--- src/rtl/piso_serializer_pkg.sv ---
// -----------------------------------------------------------------------------
// piso_serializer_pkg
// Shared definitions for the PISO serializer and its matching deserializer:
//   - default word / bit-counter widths
//   - FSM state encodings (ST_IDLE=0, ST_SHIFT=1, ST_PARITY=2)
//   - even-parity helper used when the PARITY_EN build option is enabled
// -----------------------------------------------------------------------------
package piso_serializer_pkg;

    localparam int DEF_WIDTH = 8;
    localparam int DEF_CNT_W = 5;

    typedef enum logic [1:0] {
        ST_IDLE   = 2'd0,
        ST_SHIFT  = 2'd1,
        ST_PARITY = 2'd2
    } state_t;

    // Even parity (XOR reduction) of a zero-extended word.
    function automatic logic even_parity32(input logic [31:0] i_word);
        return ^i_word;
    endfunction

endpackage

--- src/rtl/piso_serializer_bit_counter.sv ---
// -----------------------------------------------------------------------------
// piso_serializer_bit_counter
// Position counter for the bit currently on the serial line.
//   clk   : rising-edge clock
//   rst   : synchronous active-high reset (counter -> 0)
//   i_clr : synchronous clear (priority over i_en)
//   i_en  : advance by one
//   o_tc  : terminal count, high while the count equals TERM
// -----------------------------------------------------------------------------
module piso_serializer_bit_counter #(
    parameter int CNT_W = 5,
    parameter int TERM  = 7
) (
    input  logic clk,
    input  logic rst,
    input  logic i_clr,
    input  logic i_en,
    output logic o_tc
);

    localparam logic [CNT_W-1:0] TERM_CNT = CNT_W'(TERM);

    logic [CNT_W-1:0] r_cnt;

    // Count register: reset/clear to zero, otherwise advance when enabled.
    always_ff @(posedge clk) begin
        if (rst) begin
            r_cnt <= '0;
        end else if (i_clr) begin
            r_cnt <= '0;
        end else if (i_en) begin
            r_cnt <= r_cnt + CNT_W'(1);
        end else begin
            r_cnt <= r_cnt;
        end
    end

    assign o_tc = (r_cnt == TERM_CNT);

endmodule

--- src/rtl/piso_serializer.sv ---
// -----------------------------------------------------------------------------
// piso_serializer
// Parallel-in / serial-out shift register. A WIDTH-bit word is accepted over a
// valid/ready handshake and shifted out MSB-first, one bit per clock, with a
// qualifying strobe per bit and a done pulse on the final bit of each word.
// Build option: define PARITY_EN to append one even-parity bit per word
// (done/load_ready then move to that parity cycle).
// Ports:
//   clk        : rising-edge clock
//   rst        : synchronous active-high reset
//   load_valid : source presents a word on load_data
//   load_data  : parallel word to serialize
//   load_ready : block can accept a word this cycle
//   ser_out    : serial data bit
//   ser_valid  : ser_out carries a valid bit
//   busy       : a word is in flight
//   done       : one-cycle pulse on the final serial bit of a word
// -----------------------------------------------------------------------------
module piso_serializer
    import piso_serializer_pkg::*;
#(
    parameter int WIDTH = DEF_WIDTH,
    parameter int CNT_W = DEF_CNT_W
) (
    input  logic             clk,
    input  logic             rst,
    input  logic             load_valid,
    input  logic [WIDTH-1:0] load_data,
    output logic             load_ready,
    output logic             ser_out,
    output logic             ser_valid,
    output logic             busy,
    output logic             done
);

    state_t           r_state;
    state_t           w_state_nxt;
    logic [WIDTH-1:0] r_shift;
    logic             w_tc;
    logic             w_accept;
    logic             w_load_ready;
    logic             w_ser_bit;
    logic             w_ser_valid;
    logic             w_done;
    logic             w_cnt_clr;
    logic             w_cnt_en;
`ifdef PARITY_EN
    logic             r_parity;
`endif

    // Next-state and output decode; outputs depend only on registered state.
    always_comb begin
        w_state_nxt  = r_state;
        w_load_ready = 1'b0;
        w_ser_valid  = 1'b0;
        w_ser_bit    = 1'b0;
        w_done       = 1'b0;
        case (r_state)
            ST_IDLE: begin
                w_load_ready = 1'b1;
                if (load_valid) begin
                    w_state_nxt = ST_SHIFT;
                end else begin
                    w_state_nxt = ST_IDLE;
                end
            end
            ST_SHIFT: begin
                w_ser_valid = 1'b1;
                w_ser_bit   = r_shift[WIDTH-1];
                if (w_tc) begin
`ifdef PARITY_EN
                    w_state_nxt = ST_PARITY;
`else
                    // Last data bit doubles as the load slot: no idle gap.
                    w_done       = 1'b1;
                    w_load_ready = 1'b1;
                    if (load_valid) begin
                        w_state_nxt = ST_SHIFT;
                    end else begin
                        w_state_nxt = ST_IDLE;
                    end
`endif
                end else begin
                    w_state_nxt = ST_SHIFT;
                end
            end
`ifdef PARITY_EN
            ST_PARITY: begin
                w_ser_valid  = 1'b1;
                w_ser_bit    = r_parity;
                w_done       = 1'b1;
                w_load_ready = 1'b1;
                if (load_valid) begin
                    w_state_nxt = ST_SHIFT;
                end else begin
                    w_state_nxt = ST_IDLE;
                end
            end
`endif
            default: begin
                w_state_nxt = ST_IDLE;
            end
        endcase
    end

    assign w_accept = load_valid & w_load_ready;

    // Counter restarts on every capture and whenever we are not mid-word.
    assign w_cnt_en  = (r_state == ST_SHIFT);
    assign w_cnt_clr = w_accept | (r_state != ST_SHIFT) | w_tc;

    piso_serializer_bit_counter #(
        .CNT_W (CNT_W),
        .TERM  (WIDTH - 1)
    ) u_bit_counter (
        .clk   (clk),
        .rst   (rst),
        .i_clr (w_cnt_clr),
        .i_en  (w_cnt_en),
        .o_tc  (w_tc)
    );

    // FSM state register.
    always_ff @(posedge clk) begin
        if (rst) begin
            r_state <= ST_IDLE;
        end else begin
            r_state <= w_state_nxt;
        end
    end

    // Shift register: capture on accept, shift left with zero fill while shifting.
    always_ff @(posedge clk) begin
        if (rst) begin
            r_shift <= '0;
        end else if (w_accept) begin
            r_shift <= load_data;
        end else if (r_state == ST_SHIFT) begin
            r_shift <= {r_shift[WIDTH-2:0], 1'b0};
        end else begin
            r_shift <= r_shift;
        end
    end

`ifdef PARITY_EN
    // Parity of the word is taken at capture, before shifting destroys it.
    always_ff @(posedge clk) begin
        if (rst) begin
            r_parity <= 1'b0;
        end else if (w_accept) begin
            r_parity <= even_parity32(32'(load_data));
        end else begin
            r_parity <= r_parity;
        end
    end
`endif

    assign load_ready = w_load_ready;
    assign ser_out    = w_ser_bit;
    assign ser_valid  = w_ser_valid;
    assign busy       = w_ser_valid;
    assign done       = w_done;

endmodule

--- config.mk ---
export PLATFORM = sky130hd
export DESIGN_NAME = piso_serializer
export DESIGN_NICKNAME = d
export VERILOG_FILES = /design/src/rtl/piso_serializer_pkg.sv /design/src/rtl/piso_serializer_bit_counter.sv /design/src/rtl/piso_serializer.sv
export SDC_FILE = /design/constraint.sdc
export NUM_CORES = 1
export LEC_CHECK = 0
export BUFFER_PORTS_ARGS = -buffer_cell sky130_fd_sc_hd__buf_2
export CORE_MARGIN = 1.5
export CORE_UTILIZATION = 40
export DETAILED_ROUTE_END_ITERATION = 8
export PLACE_DENSITY = 0.59
export SLEW_MARGIN = 0
export SYNTH_ARGS = -nofsm -noshare
export SYNTH_HDL_FRONTEND = slang
export SYNTH_SLANG_ARGS = --single-unit
--- constraint.sdc ---
create_clock -name clk -period 2 [get_ports clk]
set_input_delay 0 -clock clk [delete_from_list [all_inputs] [get_ports clk]]
set_output_delay 0 -clock clk [all_outputs]
set_load 0.05 [all_outputs]
Yosys cells after proc, flatten, opt, wreduce, memory -nomap -nowiden --
Cells that the tools add are included.
Storage, ports and cells: register bits 15, bits of input ports 11, output and inout port bits 5
Operators by class: add/subtract/negate cells 1, eq/ne operators 3, muxes and demuxes 10, bitwise logic cells 3, reduce and logical (&&, ||, !) cells 3
Operator list (number):
- 8-bit 2-to-1 mux | 2
- 5-bit by 1-bit adder with 5-bit output (second input constant) | 1
- 5-bit by 3-bit equality test with 1-bit output (second input constant) | 1
- 1-bit 2-to-1 mux | 5
- 2-bit case mux with 2 select lines | 1
- 2-bit by 1-bit equality test with 1-bit output (second input constant) | 1
- 2-bit logical NOT | 1
- 2-bit 2-to-1 mux | 1
- 2-bit by 1-bit != test with 1-bit output (second input constant) | 1
- 1-bit OR | 2
- 1-bit case mux with 2 select lines | 1
- 2-bit nonzero test | 1
- 2-bit OR reduction | 1
- 1-bit AND | 1

Logic depth before layout (Yosys ltp) --
Gate-level depths: netlist of the first run.
depth after elaboration 7, gate-level depth with buffers 5

Hierarchy --
Synthesis of the first run repeated with hierarchy kept, for this count alone.
Second synthesis, totals: cells, all modules 78, area total of the unflattened synthesis 734.5 um^2
By module, submodules not included:
- piso_serializer | instances 1, cells an instance 53, area an instance 466.7 um^2
- piso_serializer_bit_counter | instances 1, cells an instance 25, area an instance 267.8 um^2

Least setup slack after synthesis of the first run --
OpenSTA, ideal clock, no wires.
path type register to output, from register r_state[0], to output port done, data arrival time 1864 ps, path slack 136 ps, stages on the path, launching flop included 3, path buffers 0, cell sequence dfxtp_1 clkinv_1 nor2_1
Between the ends: word-level cells in the longest chain between the ends 2
Ends and longest elaborated chain:
- start, declared | line piso_serializer.sv:36 | state_t r_state;
- start signal, assigned | line piso_serializer.sv:128 | r_state <= w_state_nxt;
- 2-bit by 1-bit equality test with 1-bit output | line piso_serializer.sv:58 | case (r_state)
- 1-bit 2-to-1 mux | line piso_serializer.sv:58
- end, declared | line piso_serializer.sv:33 | output logic done
Every way passes these cells.

Final worst setup path of the first run --
from register u_bit_counter.r_cnt[0], to output port done
Between the ends: word-level cells in the longest chain between the ends 3
Ends and longest elaborated chain:
- start, declared | line piso_serializer_bit_counter.sv:23 | logic [CNT_W-1:0] r_cnt;
- start signal, assigned | line piso_serializer_bit_counter.sv:32 | r_cnt <= r_cnt + CNT_W'(1);
- start signal, assigned | line piso_serializer_bit_counter.sv:34 | r_cnt <= r_cnt;
- 5-bit by 3-bit equality test with 1-bit output | line piso_serializer_bit_counter.sv:38 | assign o_tc = (r_cnt == TERM_CNT);
- 1-bit 2-to-1 mux | line piso_serializer.sv:70 | if (w_tc) begin
- 1-bit 2-to-1 mux | line piso_serializer.sv:58
Every way passes these cells.

==> impl_metrics.csv, run 1 <==
group,metric,value,unit
clock_tree,clock_latency,0.28,ns
setup_path,cp_cell_sequence,"ha_1 -> nand4bb_4 -> nor2_1 -> buf_2",
yosys,synth_cells,88,
detailed_routing,dr.pass1.iters,3,
final_layout,layout.cells.non_filler,127,
clock_tree,cts_tree,"built",
power_and_ir_drop,peakVddDrop,0.0003627,V
yosys,ys_seq_area_share,35.16,%
grt,grt_max_degree,23,
power_and_ir_drop,swShare,27.49,%
clock_tree,cts-root-buf,"clkbuf_4",
clock_tree,cts_setup_buffers,0,
setup_path,required,2.00,ns
detailed_routing,finalWirelength,1.461,mm
sta,slew_headroom,74.81,%
clock_tree,htreeDepth,1,
clock_tree,cts_resized,0,
yosys,ys_types,30,
grt,use_met2,25.68,%
yosys,async_flop_share,0,%
clock_tree,clk_pin_slew,0.09,ns
final_layout,multi_input_area,465.4,um^2
yosys,ys_seq_elements,14,
sta,fin_crit,1.649,ns
yosys,synth-main-ff-cell,"dfxtp_1",
setup_path,critical_path.slowest_cell,"dfxtp_1",
setup_path,crit_path_start_kind,"register",
floorplan,dieArea,0.002269,mm^2
power_and_ir_drop,power.share.clock,33.5,%
placement,gp_congestion,0.7387,
placement,hpwl,1.012,mm
setup_path,critPathMaxFanout,13,
sta,whs,0.02353,ns
clock_tree,clockBufferDepth,2,
detailed_routing,drc,0,
detailed_routing,vias_per_cell,5.102,
sta,finClkSkew,0.004373,ns
sta,tns,0,ns
placement,dp.cells,123,
floorplan,die_x,47.64,um
grt,grt_pass1_vias,599,
yosys,syn_area,797.0,um^2
job,maxCapViolCount,0,
sta,slew_viol_final,0,
final_layout,syn_to_final_growth,13.34,%
final_layout,most-common-layout-cells,"15 x buf_2, 14 x dfxtp_1, 13 x nand2b_1",
power_and_ir_drop,p_leak,0.3930,nW
power_and_ir_drop,p_seq_share,48.5,%
grt,overflow,0,
setup_path,crit_arrival,1.65,ns
power_and_ir_drop,power_switching,0.0001711,W
floorplan,row_count,15,
setup_path,r2r_slack,0.54,ns
floorplan,die_h,47.64,um
final_layout,utilization,50.14,%
setup_path,endpoint_kind,"output port",
final_layout,drive_gt1_share,24.51,%
final_layout,fill_cells,195,
power_and_ir_drop,combinationalPowerShare,17.9,%
grt,gr-max-usage-layer,"met2",
grt,track_usage,15.72,%
yosys,synth_edf_count,0,
floorplan,ios,16,
clock_tree,clock-sinks,14,
grt,use_met3,4.528,%
placement,numPortBuffers,15,
final_layout,layout_commonest_cell,"buf_2",
sta,setup_viol,0,
detailed_routing,wire_per_inst,11.50,um
grt,antenna_found_initial,0,
floorplan,coreArea,0.001802,mm^2
yosys,avgSynthCellArea,9.057,um^2
final_layout,final_nets,115,
final_layout,antenna_cells,0,
sta,hold_viol,0,
detailed_routing,vias,648,
hold_path,hold_path_class,"in2reg",
final_layout,seqCellArea,280.3,um^2
clock_tree,hold_buffers,0,
run_status,status,"complete, no violations",
sta,fin_crit_sh,82.43,%
clock_tree,cts_buffers,3,
grt,met1_usage,18.79,%
setup_path,criticalPathCategory,"reg2out",
power_and_ir_drop,power.density,689.1,mW/mm^2
setup_path,cpPeakStageDelay,0.37,ns
floorplan,start_util,44.24,%
power_and_ir_drop,intPower,0.0004514,W
yosys,yosysWarnings,0,
detailed_routing,dr.first_iter.drc_count,5,
sta,rsz0062_at_grt,"false",
sta,tightest_slew,0.3779,ns
sta,fmax,0.6066,GHz
yosys,synth_nets,100,
grt,grt_first_pass_wirelength,2.442,mm
detailed_routing,final_antenna_net_count,0,
## logic make-up after synthesis
logic type / after synthesis / synth area share (%)
buffers and inverters: 8 / 6.435
xor gates and xnor gates: 3 / 3.297
adders and majority gates: 1 / 1.570
muxes: 9 / 11.46
DFF: 14 / 35.16
and+or+nand+nor: 36 / 26.69
AOI/OAI and AO/OA: 17 / 15.38
## per-layer routing
metal | wire length, um | share of wire (%)
met1 | 686 | 47
met2 | 710 | 49
met3 | 42 | 2.9
met4 | 23 | 1.6
met5 | 0 | 0
## final cells by class
cell class                      instances  area share [%]
Inverter                                2          0.8310
Multi-Input combinational cell         66           51.52
Tap cell                               25           3.463
Timing Repair Buffer                   16           9.141
Sequential cell                        14           31.02
Clock buffer                            4           4.017
## state kept, by name (all words and copies together), names as in the netlist
signal / count
r_state: 1
r_shift: 8
u_bit_counter.r_cnt: 5
## per-stage QoR
step / instance area [um^2] / total power (W) / setup slack [ns]
final: 903.4 / 0.0006225 / 0.3514
after global routing: 903.4 / 0.0006551 / 0.2330
after CTS: 903.4 / 0.0006292 / 0.3309
after detailed placement: 867.1 / 0.0004216 / 0.5634
after global placement: 867.1 / 0.0004196 / 0.6143
after floorplan: 797.0 / 0.0003968 / 0.1357
## power by group through the flow
stage / Clock (W) / Sequential (W) / Combinational, W
floorplan: 0 / 0.000314 / 0.0000830
global placement: 0 / 0.000309 / 0.000111
detailed placement: 0 / 0.000309 / 0.000113
CTS: 0.000213 / 0.000302 / 0.000113
global route: 0.000227 / 0.000304 / 0.000124
finish: 0.000209 / 0.000302 / 0.000112
## path summary, 6_finish.rpt
path | start | to | cells past startpoint
max | u_bit_counter.r_cnt[0] | done | 4
min | rst | r_state[0] | 2
max reg2reg | u_bit_counter.r_cnt[0] | r_shift[1] | 4
min reg2reg | u_bit_counter.r_cnt[0] | u_bit_counter.r_cnt[0] | 1
## critical path: cells and delay by family, from the launching register on
kind	cells	cell delay, ns
adders and majority gates	1	0.27
DFF	1	0.37
buffers and inverters	1	0.27
and+or+nand+nor	2	0.44
## cells in the mapped netlist, drive strengths merged, types with 3 or more instances
cell type | number | area share (%)
mux2i | 8 | 10
buf | 6 | 5.5
a211oi | 4 | 3.8
nand2 | 3 | 1.4
nor2 | 10 | 4.7
o211ai | 4 | 3.8
nand2b | 13 | 10
dfxtp | 14 | 35
o21ai | 3 | 1.9
(Power assumes the default switching activity.)
==> run 2: changes to the inputs <==
Settings changed: PLACE_DENSITY 0.59 to 0.61.
Clock period 2 ns to 1.4 ns, I/O delays scaled along.
==> impl_metrics.csv, run 2 (synthesis results as in run 1) <==
group,metric,value,unit
clock_tree,clockBufferDepth,2,
floorplan,row_count,15,
grt,overflow,0,
detailed_routing,drc,0,
floorplan,start_util,44.24,%
run_status,status,"complete, no violations",
clock_tree,clock-sinks,14,
final_layout,syn_to_final_growth,28.89,%
final_layout,largest_reg_flops,8,
final_layout,top_register,"r_shift",
sta,fin_crit_sh,97.06,%
clock_tree,cts_buffers,3,
placement,placed_area,893.4,um^2
power_and_ir_drop,p_leak,0.4374,nW
power_and_ir_drop,power.density,876.9,mW/mm^2
sta,finClkSkew,0.002259,ns
final_layout,top_regs,"r_shift (8), u_bit_counter.r_cnt (5), r_state (1)",
detailed_routing,final_antenna_net_count,0,
final_layout,drive_gt1_share,36.04,%
sta,setup_slack,0.04120,ns
clock_tree,htreeDepth,1,
grt,track_usage,17.03,%
detailed_routing,finalWirelength,1.631,mm
grt,antenna_found_initial,0,
clock_tree,clock_latency,0.28,ns
sta,slew_headroom,83.51,%
placement,gp_congestion,0.7248,
sta,tightest_slew,0.2451,ns
final_layout,most-common-layout-cells,"13 x nand2b_1, 12 x buf_2, 11 x dfxtp_1",
floorplan,die_h,47.64,um
power_and_ir_drop,p_total,0.0009008,W
setup_path,crit_path_start_kind,"register",
setup_path,crit_arrival,1.36,ns
sta,hold_viol,0,
final_layout,design_area,0.001027,mm^2
detailed_routing,wire_per_inst,11.99,um
hold_path,hold_path_class,"in2reg",
final_layout,antenna_cells,0,
sta,fmax,0.7359,GHz
placement,pre_cts_slack,0.06221,ns
clock_tree,cts-root-buf,"clkbuf_4",
detailed_routing,dr.pass1.iters,4,
setup_path,criticalPathCategory,"reg2out",
detailed_routing,vias,694,
job,maxCapViolCount,0,
setup_path,required,1.40,ns
power_and_ir_drop,peakVddDrop,0.0006330,V
sta,fin_crit,1.359,ns
floorplan,dieArea,0.002269,mm^2
final_layout,layout_commonest_cell,"nand2b_1",
clock_tree,cts_tree,"built",
grt,grt_max_degree,13,
grt,grt_pass1_vias,612,
sta,rsz0062_at_grt,"true",
floorplan,coreArea,0.001802,mm^2
placement,hpwl,1.117,mm
sta,slew_viol_final,0,
detailed_routing,vias_per_cell,5.103,
final_layout,final_nets,124,
floorplan,die_x,47.64,um
sta,setup_viol,0,
setup_path,critPathMaxFanout,5,
grt,grt_first_pass_wirelength,2.635,mm
detailed_routing,dr.first_iter.drc_count,6,
placement,numPortBuffers,15,
sta,whs,0.03273,ns
setup_path,endpoint_kind,"output port",
clock_tree,clk_pin_slew,0.09,ns
floorplan,ios,16,
## run 2: report_power, final
part / switching (W) / internal (W) / total, W
registers: 0.0000186 / 0.000420 / 0.000438
clock network: 0.000138 / 0.000158 / 0.000296
logic: 0.0000924 / 0.0000741 / 0.000166
total: 0.000249 / 0.000652 / 0.000901
## run 2: final timing paths
path,start,end,slack [ns],depth (start not counted)
setup reg to reg,u_bit_counter.r_cnt[0],r_shift[4],0.06,6
hold reg to reg,u_bit_counter.r_cnt[0],u_bit_counter.r_cnt[0],0.53,2
hold / removal,rst,r_state[0],0.03,2
setup / recovery,u_bit_counter.r_cnt[0],done,0.04,5
## run 2: layer usage
| metal | track usage, % | up-vias | part of all wire, % |
|---|---|---|---|
| met4 | 6.486 | 0 | 1.5 |
| met5 | 0 | - | 0 |
| met2 | 27.03 | 13 | 46 |
| met3 | 5.660 | 2 | 4.1 |
| li1 | - | 352 | - |
| met1 | 21.46 | 327 | 48 |
## run 2: stage by stage
stage                     util [%]  TNS [ns]  instances
after CTS                    53.82         0        130
after detailed placement     49.58         0        126
after global placement       49.58         0        126
after floorplan                  -         0         88
after global routing         57.01  -0.05558        136
final                        57.01         0        136
## run 2: final cells by class
class | instances | area, um^2
Inverter | 2 | 11.26
Fill cell | 174 | 774.5
Multi-Input combinational cell | 66 | 485.5
Clock buffer | 4 | 36.28
Tap cell | 25 | 31.28
Timing Repair Buffer | 25 | 176.4
Sequential cell | 14 | 286.5
## run 2: repair_timing
item,in CTS,in global routing
setup endpoints to repair,2,4
hold buffers,0,0
resized for setup,11,4
pin swaps,1,2
buffers inserted,0,6
## run 2: critical path: stages (launching register included)
cell	delay, ns
dfxtp_4	0.37
ha_4	0.16
nand4bb_4	0.15
buf_6	0.17
nor2_4	0.08
buf_8	0.15
